File: config.mk
export PLATFORM = sky130hd
export DESIGN_NAME = id_stage
export DESIGN_NICKNAME = d
export VERILOG_FILES = /design/src/rtl/id_stage.sv
export SDC_FILE = /design/constraint.sdc
export NUM_CORES = 1
export LEC_CHECK = 0
export CAP_MARGIN = 25
export CORE_MARGIN = 10
export CORE_UTILIZATION = 42
export CTS_CLUSTER_SIZE = 30
export DETAILED_ROUTE_END_ITERATION = 8
export GPL_TIMING_DRIVEN = 0
export HOLD_SLACK_MARGIN = 0.12
export PLACE_DENSITY = 0.81
export SLEW_MARGIN = 0
export SYNTH_ARGS = -nofsm -noshare
export SYNTH_HDL_FRONTEND = slang
export SYNTH_SLANG_ARGS = --single-unit
File: constraint.sdc
create_clock -name clk -period 1.5 [get_ports clk]
set_input_delay 0.375 -clock clk [delete_from_list [all_inputs] [get_ports clk]]
set_output_delay 0.375 -clock clk [all_outputs]
set_load 0.005 [all_outputs]
File: src/rtl/id_stage.sv
// id_stage: registered decode stage between IF and EX.
// The instruction opcode is inst[4:0]. The stage decodes it into ALU, compare,
// memory and writeback controls, and it also extracts the rd, rs and IMM fields.
// The input and output use a valid/ready handshake. A one-entry skid buffer
// lets the stage accept one instruction while EX is stalled.
// Optional feature: define ID_LOAD_USE_EN to add the load-use interlock. When
// it is enabled, an instruction that reads the destination of a held LW is
// stopped, and exactly one bubble follows that LW.
// Ports:
//   clk, rst              clock, synchronous active-high reset
//   flush                 kills the output register, the skid entry and any same-cycle input
//   in_valid/in_ready     IF handshake; in_ready is combinational
//   inst                  instruction word
//   out_valid/out_ready   EX handshake
//   rd, rs, IMM           register indices and zero-extended immediate
//   ALUop, CMPop, IMMop, RegWe, mem_ctrl, RWSel, ABSel, IMMSel   decoded controls
//   stall_cnt             saturating count of hazard-stall cycles
module id_stage #(
  parameter int unsigned DATA_W = 16,
  parameter int unsigned REG_AW = 3
) (
  input  logic              clk,
  input  logic              rst,
  input  logic              flush,
  input  logic              in_valid,
  output logic              in_ready,
  input  logic [DATA_W-1:0] inst,
  output logic              out_valid,
  input  logic              out_ready,
  output logic [REG_AW-1:0] rd,
  output logic [REG_AW-1:0] rs,
  output logic [DATA_W-1:0] IMM,
  output logic [2:0]        ALUop,
  output logic [1:0]        CMPop,
  output logic              IMMop,
  output logic              RegWe,
  output logic              mem_ctrl,
  output logic              RWSel,
  output logic              ABSel,
  output logic              IMMSel,
  output logic [15:0]       stall_cnt
);

  localparam int unsigned RD_LSB   = 5;
  localparam int unsigned RS_LSB   = 5 + REG_AW;
  localparam int unsigned SIMM_LSB = 5 + 2 * REG_AW;

  // Opcode encodings (mirror of the core's opcode macros)
  localparam logic [4:0] OP_ADD  = 5'd0;
  localparam logic [4:0] OP_SUB  = 5'd1;
  localparam logic [4:0] OP_AND  = 5'd2;
  localparam logic [4:0] OP_OR   = 5'd3;
  localparam logic [4:0] OP_XOR  = 5'd4;
  localparam logic [4:0] OP_SLL  = 5'd5;
  localparam logic [4:0] OP_SRL  = 5'd6;
  localparam logic [4:0] OP_ADDI = 5'd7;
  localparam logic [4:0] OP_SUBI = 5'd8;
  localparam logic [4:0] OP_SLLI = 5'd9;
  localparam logic [4:0] OP_SRLI = 5'd10;
  localparam logic [4:0] OP_LI   = 5'd11;
  localparam logic [4:0] OP_SW   = 5'd12;
  localparam logic [4:0] OP_LW   = 5'd13;
  localparam logic [4:0] OP_BEQ  = 5'd14;
  localparam logic [4:0] OP_BLE  = 5'd15;

  // ALU codes start at 1, so that a NOP bundle is all zeros
  localparam logic [2:0] ADD_op = 3'd1;
  localparam logic [2:0] SUB_op = 3'd2;
  localparam logic [2:0] AND_op = 3'd3;
  localparam logic [2:0] OR_op  = 3'd4;
  localparam logic [2:0] XOR_op = 3'd5;
  localparam logic [2:0] SLL_op = 3'd6;
  localparam logic [2:0] SRL_op = 3'd7;
  localparam logic [1:0] BEQ_op = 2'd1;
  localparam logic [1:0] BLE_op = 2'd2;

  typedef struct packed {
    logic [2:0] alu_op;
    logic [1:0] cmp_op;
    logic       imm_op;
    logic       reg_we;
    logic       mem_ctrl;
    logic       rw_sel;
    logic       ab_sel;
    logic       imm_sel;
  } ctrl_t;

  // Opcode to control bundle; unknown opcodes decode to an all-zero NOP
  function automatic ctrl_t decode(input logic [4:0] op);
    ctrl_t c;
    c = '0;
    case (op)
      OP_ADD:  begin c.alu_op = ADD_op; c.reg_we = 1'b1; end
      OP_SUB:  begin c.alu_op = SUB_op; c.reg_we = 1'b1; end
      OP_AND:  begin c.alu_op = AND_op; c.reg_we = 1'b1; end
      OP_OR:   begin c.alu_op = OR_op;  c.reg_we = 1'b1; end
      OP_XOR:  begin c.alu_op = XOR_op; c.reg_we = 1'b1; end
      OP_SLL:  begin c.alu_op = SLL_op; c.reg_we = 1'b1; end
      OP_SRL:  begin c.alu_op = SRL_op; c.reg_we = 1'b1; end
      OP_ADDI: begin c.alu_op = ADD_op; c.reg_we = 1'b1; c.imm_op = 1'b1; end
      OP_SUBI: begin c.alu_op = SUB_op; c.reg_we = 1'b1; c.imm_op = 1'b1; end
      OP_SLLI: begin c.alu_op = SLL_op; c.reg_we = 1'b1; c.imm_op = 1'b1; end
      OP_SRLI: begin c.alu_op = SRL_op; c.reg_we = 1'b1; c.imm_op = 1'b1; end
      OP_LI:   begin c.alu_op = ADD_op; c.reg_we = 1'b1; c.imm_op = 1'b1; c.imm_sel = 1'b1; end
      OP_SW:   begin c.alu_op = ADD_op; c.imm_op = 1'b1; c.ab_sel = 1'b1; c.mem_ctrl = 1'b1; end
      OP_LW:   begin
        c.alu_op = ADD_op; c.imm_op = 1'b1; c.reg_we = 1'b1; c.rw_sel = 1'b1; c.ab_sel = 1'b1;
      end
      OP_BEQ:  c.cmp_op = BEQ_op;
      OP_BLE:  c.cmp_op = BLE_op;
      default: c = '0;
    endcase
    return c;
  endfunction

  logic              out_valid_q, out_valid_d;
  ctrl_t             ctrl_q, ctrl_d;
  logic [REG_AW-1:0] rd_q, rd_d, rs_q, rs_d;
  logic [DATA_W-1:0] imm_q, imm_d;
  logic              skid_valid_q, skid_valid_d;
  logic [DATA_W-1:0] skid_inst_q, skid_inst_d;
  logic              hazard;

  logic              accept;
  logic              out_load;
  logic [DATA_W-1:0] load_inst;
  ctrl_t             load_ctrl;

  assign in_ready = !skid_valid_q && !hazard;
  assign accept   = in_valid && in_ready;
  assign out_load = !out_valid_q || out_ready;
  // When the skid entry is full it is older than anything IF offers, so it is loaded first
  assign load_inst = skid_valid_q ? skid_inst_q : inst;
  assign load_ctrl = decode(load_inst[4:0]);

  // Next state for the output register and the skid entry; flush wins over everything
  always_comb begin
    out_valid_d  = out_valid_q;
    ctrl_d       = ctrl_q;
    rd_d         = rd_q;
    rs_d         = rs_q;
    imm_d        = imm_q;
    skid_valid_d = skid_valid_q;
    skid_inst_d  = skid_inst_q;
    if (flush) begin
      out_valid_d  = 1'b0;
      skid_valid_d = 1'b0;
    end else if (out_load) begin
      skid_valid_d = 1'b0;
      if (skid_valid_q || accept) begin
        out_valid_d = 1'b1;
        ctrl_d      = load_ctrl;
        rd_d        = load_inst[RD_LSB +: REG_AW];
        rs_d        = load_inst[RS_LSB +: REG_AW];
        imm_d       = load_ctrl.imm_sel ? DATA_W'(load_inst[DATA_W-1:RS_LSB])
                                        : DATA_W'(load_inst[DATA_W-1:SIMM_LSB]);
      end else begin
        out_valid_d = 1'b0;
      end
    end else if (accept) begin
      skid_valid_d = 1'b1;
      skid_inst_d  = inst;
    end
  end

  always_ff @(posedge clk) begin
    if (rst) begin
      out_valid_q  <= 1'b0;
      ctrl_q       <= '0;
      rd_q         <= '0;
      rs_q         <= '0;
      imm_q        <= '0;
      skid_valid_q <= 1'b0;
      skid_inst_q  <= '0;
    end else begin
      out_valid_q  <= out_valid_d;
      ctrl_q       <= ctrl_d;
      rd_q         <= rd_d;
      rs_q         <= rs_d;
      imm_q        <= imm_d;
      skid_valid_q <= skid_valid_d;
      skid_inst_q  <= skid_inst_d;
    end
  end

`ifdef ID_LOAD_USE_EN
  // Which sources the incoming instruction reads: {rd, rs}
  function automatic logic [1:0] src_reads(input logic [4:0] op);
    case (op)
      OP_ADD, OP_SUB, OP_AND, OP_OR, OP_XOR, OP_SLL, OP_SRL,
      OP_BEQ, OP_BLE, OP_SW:                 src_reads = 2'b11;
      OP_ADDI, OP_SUBI, OP_SLLI, OP_SRLI:    src_reads = 2'b10;
      OP_LW:                                 src_reads = 2'b01;
      default:                               src_reads = 2'b00;
    endcase
  endfunction

  logic [1:0]  reads;
  logic [15:0] stall_cnt_q, stall_cnt_d;

  assign reads  = src_reads(inst[4:0]);
  // A held LW blocks a dependent instruction until the LW leaves; that gap is the bubble
  assign hazard = out_valid_q && ctrl_q.rw_sel &&
                  ((reads[1] && (inst[RD_LSB +: REG_AW] == rd_q)) ||
                   (reads[0] && (inst[RS_LSB +: REG_AW] == rd_q)));

  always_comb begin
    stall_cnt_d = stall_cnt_q;
    if (in_valid && hazard && (stall_cnt_q != 16'hFFFF)) stall_cnt_d = stall_cnt_q + 16'd1;
  end

  always_ff @(posedge clk) begin
    if (rst) stall_cnt_q <= 16'd0;
    else     stall_cnt_q <= stall_cnt_d;
  end

  assign stall_cnt = stall_cnt_q;
`else
  assign hazard    = 1'b0;
  assign stall_cnt = 16'd0;
`endif

  assign out_valid = out_valid_q;
  assign rd        = rd_q;
  assign rs        = rs_q;
  assign IMM       = imm_q;
  assign ALUop     = ctrl_q.alu_op;
  assign CMPop     = ctrl_q.cmp_op;
  assign IMMop     = ctrl_q.imm_op;
  assign RegWe     = ctrl_q.reg_we;
  assign mem_ctrl  = ctrl_q.mem_ctrl;
  assign RWSel     = ctrl_q.rw_sel;
  assign ABSel     = ctrl_q.ab_sel;
  assign IMMSel    = ctrl_q.imm_sel;

endmodule
Word level (Yosys, flattened, before mapping):

Index checks and enable logic that the tools add are counted.

* register bits: 51
* bits in latches: 0
* RAM bits: 0
* memory bits (read-only): 0
* input port bits: 21
* output and inout bits: 51
* word-level logic and storage cells: 59
* memories: 0

* add/sub/neg operators: 0
* multiply operators: 0
* div/mod/pow operators: 0
* $lt $le $gt $ge: 0
* equal/unequal tests: 15
* shift operators: 0
* multiplexer cells: 11
* bitwise logic cells: 2
* reduce and logical (&&, ||, !) cells: 17

Operators by type and width (count)
* $eq 5x4->1 const B: 8
* $pmux 3 s7: 1
* $eq 5x3->1 const B: 4
* $mux 16: 1
* $reduce_or 13->1: 1
* $eq 5x2->1 const B: 2
* $reduce_or 2->1: 5
* $mux 8: 1
* $mux 1: 7
* $reduce_or 7->1: 1
* $reduce_and 3->1: 2
* $eq 5x1->1 const B: 1
* $logic_not 5->1: 1
* $reduce_or 5->1: 1
* $pmux 2 s2: 1
* $reduce_or 3->1: 1
* $logic_not 1->1: 2
* $logic_or 1x1->1: 2
* $not 1->1: 2
* $logic_and 1x1->1: 1

Longest topological paths before layout:

* word-level depth: 4
* gate-level depth with buffers: 7

Worst setup path before layout:

No wires, ideal clock.

* path type: reg2reg
* start point: register skid_valid_q
* end point: register ctrl_q (netlist bit ALUop[0])
* setup time: 0.117 ns
* arrival time: 1.420 ns
* required time: 1.383 ns
* slack: -0.037 ns
* stages on the path, launching flop included: 8
* path buffers: 3
* cell sequence: dfxtp_1 -> buf_6 -> buf_6 -> buf_8 -> inv_1 -> a221oi_1 -> a32oi_1 -> a32o_1

* word-level cells in the longest chain between the ends: 4

RTL lines
* from (decl): line 120 `logic skid_valid_q, skid_valid_d;`
* from (signal assigned): line 181 `skid_valid_q <= skid_valid_d;`
* $logic_not 1->1: line 129 `assign in_ready = !skid_valid_q && !hazard;`
* net in_ready: line 26 `output logic in_ready,`
* $logic_and 1x1->1: line 130 `assign accept = in_valid && in_ready;`
* $logic_or 1x1->1: line 150 `if (skid_valid_q || accept) begin`
* $reduce_and 3->1 (no source line)
* to (signal assigned): line 177 `ctrl_q <= ctrl_d;`
* to (decl): line 117 `ctrl_t ctrl_q, ctrl_d;`

The timed path passes the listed nets, and every way through them passes these cells.
A chain may end at the register's enable or synchronous reset.

Worst setup path after layout:

* start point: register skid_valid_q
* end point: register imm_q[4], in the netlist IMM[4]

* word-level cells in the longest chain between the ends: 4

RTL lines
* $mux 16 or $logic_not 1->1 (tied branches): line 133, 129
* $eq 5x4->1 or $logic_and 1x1->1 (tied branches): line 92, 130
* $mux 1 or $logic_or 1x1->1 (tied branches): line 92, 150
* $mux 8 or $reduce_and 3->1 (tied branches)
* to (signal assigned): line 180 `imm_q <= imm_d;`
* to (decl): line 119 `logic [DATA_W-1:0] imm_q, imm_d;`

Several ways; a longest one is shown, not always the timed one.

==> metrics.yaml <==
drt:
  wl_per_cell_um: 15.92
  drt_wl_total_um: 6939
  drc_errors: 0
  drt_pre_antenna_iters: 4
  num_vias: 2271
  drt_iter0_markers: 126
  ant_nets: 0
  vias_per_cell: 5.209
sta:
  drv_slew: 0
  fin_crit_sh_pct: 105.5
  finalHoldViolCount: 0
  fin_setup_tns_ns: -0.5957
  finalSetupViolCount: 14
  fin_skew_ns: 0.003954
  worst_slack_ns: -0.08300
  rsz0062_at_grt: "true"
  worst_slew_pin_slew_ns: 0.5609
  max_slew_margin_pct: 62.61
  max_freq_ghz: 0.6317
  fin_crit_ns: 1.583
  hold_ws_ns: 0.4534
floorplanning:
  initial_core_util_pct: 43.78
  coreArea_um2: 5172
  num_rows: 26
  fp.dieArea_um2: 8729
  die_h_um: 93.43
  die-width_um: 93.43
  io-pin-count: 72
synth:
  ys_dominant_reg_cell: "dfxtp_1"
  synthesis.area_um2: 2265
  ys_seq_elements: 43
  ys_warn_count: 0
  async_flop_share_pct: 0
  synth_area_leader_cell: "dfxtp_1"
  synthTopCellsByArea: "dfxtp_1, buf_4, nand2_1"
  yosysSeqAreaShare_pct: 38.01
  syn_inst: 271
  netlist_top_cells_count: "nand2_1, dfxtp_1, a21oi_1"
  synth.avg_cell_area_um2: 8.357
  synth_cell_types: 48
  synth_top_area_share_pct: 38.01
  synth_edf_count: 0
  yosysMostFrequentCell: "nand2_1"
pwr:
  share_comb_of_total_power_pct: 16.3
  leakage_nw: 1.441
  p_seq_share_pct: 46.4
  p_int_mw: 1.919
  power_switching_uw: 638.5
  peakVddDrop_mv: 0.6710
  p_clk_share_pct: 37.3
  power_mw: 2.557
  power_density_nw_per_um2: 755.0
  p_sw_share_pct: 24.97
clocking:
  cts_tree: "built"
  hold_buffers: 0
  clockRootBuffer: "clkbuf_8"
  cts_buffer_depth: 2
  htreeDepth: 2
  cts_buffers: 5
  cts.sinks: 43
  clk_pin_slew_ns: 0.08
  clk-insertion-delay-late_ns: 0.30
placed_design:
  dp_hpwl_um: 4900
  place_congestion: 0.8993
  preCtsSetupSlack_ns: -0.7159
  io_buffer_count: 47
critical_path:
  required_ns: 1.70
  slowest_delay_ns: 0.42
  crit_family: "simple AND/OR/NAND/NOR gates"
  crit_type: "reg -> reg"
  end_kind: "flop"
  worstPathCellList: "buf_4, nor2_4, or3_4, buf_6, a311o_1"
  critPathBufInv: 2
  cp-start-kind: "flop"
  path_max_fanout: 10
  crit_arrival_ns: 1.78
  cp_slowest_cell: "or3_4"
grt:
  overflow: 0
  grt_pass1_wl_um: 10980
  grt_pass1_vias: 2255
  antenna_found_initial: 0
  grt_use_total_pct: 15.38
  grt_max_degree: 14
hold_path:
  hp-class: "reg -> reg"
finish:
  area.growth.synth_to_final_pct: 49.56
  nets: 386
  layout-drive-gt1-share_pct: 31.15
  n_antenna_cell: 0
status:
  violations: "negative setup slack"
  status: "complete, but fails checks"
flow_run:
  maxCapViolations: 0
worst reg2reg max path: cells and delay by family, from the launching register on:
kind	cells	cell delay [ns]
and+or+nand+nor	2	0.48
buffers and inverters	2	0.31
DFF	1	0.36
AOI/OAI and AO/OA	1	0.33
layer usage:
metal  vias up  global-route usage (%)  wire length, um
met5         -                       0                0
met4         0                   5.013              113
met3        12                   4.876              522
met2        87                   26.86             3484
met1      1071                   17.26             2818
li1       1101                       -                -
state kept, by name, summed over array words and instances, names as in the netlist:
| register | count |
|---|---|
| skid_inst_q | 16 |
| IMM | 8 |
| ALUop | 3 |
| rd | 3 |
| rs | 3 |
| CMPop | 2 |
| ABSel | 1 |
| IMMSel | 1 |
| IMMop | 1 |
| RWSel | 1 |
| RegWe | 1 |
| mem_ctrl | 1 |
| out_valid | 1 |
| skid_valid_q | 1 |
kinds of logic (layout without fill, tap and decap cells):
family / Yosys count / count (layout) / synth area share (%)
and+or+nand+nor: 107 / 107 / 23.76
other: 1 / 24 / 0.1656
xor gates and xnor gates: 1 / 1 / 0.3868
DFF: 43 / 43 / 38.01
muxes: 18 / 18 / 8.343
AOI/OAI and AO/OA: 57 / 57 / 16.35
buffers and inverters: 44 / 116 / 12.98
timing repair:
| item | CTS | global route |
|---|---|---|
| gates cloned | 1 | 0 |
| endpoints found under the setup margin | 68 | 37 |
| gates resized for setup | 81 | 37 |
| pin swaps | 7 | 10 |
| buffers inserted | 12 | 6 |
cell usage in the layout, fill, tap and decap left out, drive strengths merged, types with 3 or more instances in the layout:
master          n
buf            54
nand2          48
dfxtp          43
dlygate4sd2    33
a21oi          30
conb           24
nand3          18
clkdlybuf4s50  13
clkbuf         12
nor2           11
mux2i          11
a211oi          8
mux2            7
o211ai          4
and3            4
nand3b          3
and3b           3
or3             3
o21ai           3
nor3            3
power groups by stage:
stage	Sequential (mW)	Combinational, mW	Clock (mW)
after floorplan	1.21	0.205	0
after global placement	1.21	0.369	0
after detailed placement	1.21	0.373	0
after CTS	1.19	0.383	0.958
after global routing	1.19	0.453	1.01
final	1.19	0.418	0.954
stage by stage:
step / cells / util [%] / area [um2]
after floorplan: 294 / - / 2359
after global placement: 411 / 56.39 / 2917
after detailed placement: 411 / 56.39 / 2917
after CTS: 430 / 62.19 / 3217
after global routing: 436 / 65.48 / 3387
final: 436 / 65.48 / 3387
final timing paths:
check / start / to / slack (ns) / cells after the start
worst min register to register: IMM[2]$_SDFFE_PP0P_ / IMM[2]$_SDFFE_PP0P_ / 0.45 / 2
worst max register to register: skid_valid_q$_SDFFE_PP0P_ / IMM[4]$_SDFFE_PP0P_ / -0.08 / 5
worst min-delay path: IMM[2]$_SDFFE_PP0P_ / IMM[2]$_SDFFE_PP0P_ / 0.45 / 2
worst max-delay path: skid_valid_q$_SDFFE_PP0P_ / IMM[4]$_SDFFE_PP0P_ / -0.08 / 5
area by class of cell:
type / instances / area, um2
repair buffers: 66 / 595.6
plain buffers: 40 / 331.6
flip-flops and latches: 43 / 872.1
fillers: 420 / 1785
well taps: 70 / 87.58
inverters: 2 / 10.01
clock buffers: 6 / 82.58
multi-input cells: 207 / 1373
clock inverters: 2 / 35.03
(Power assumes the default switching activity.)
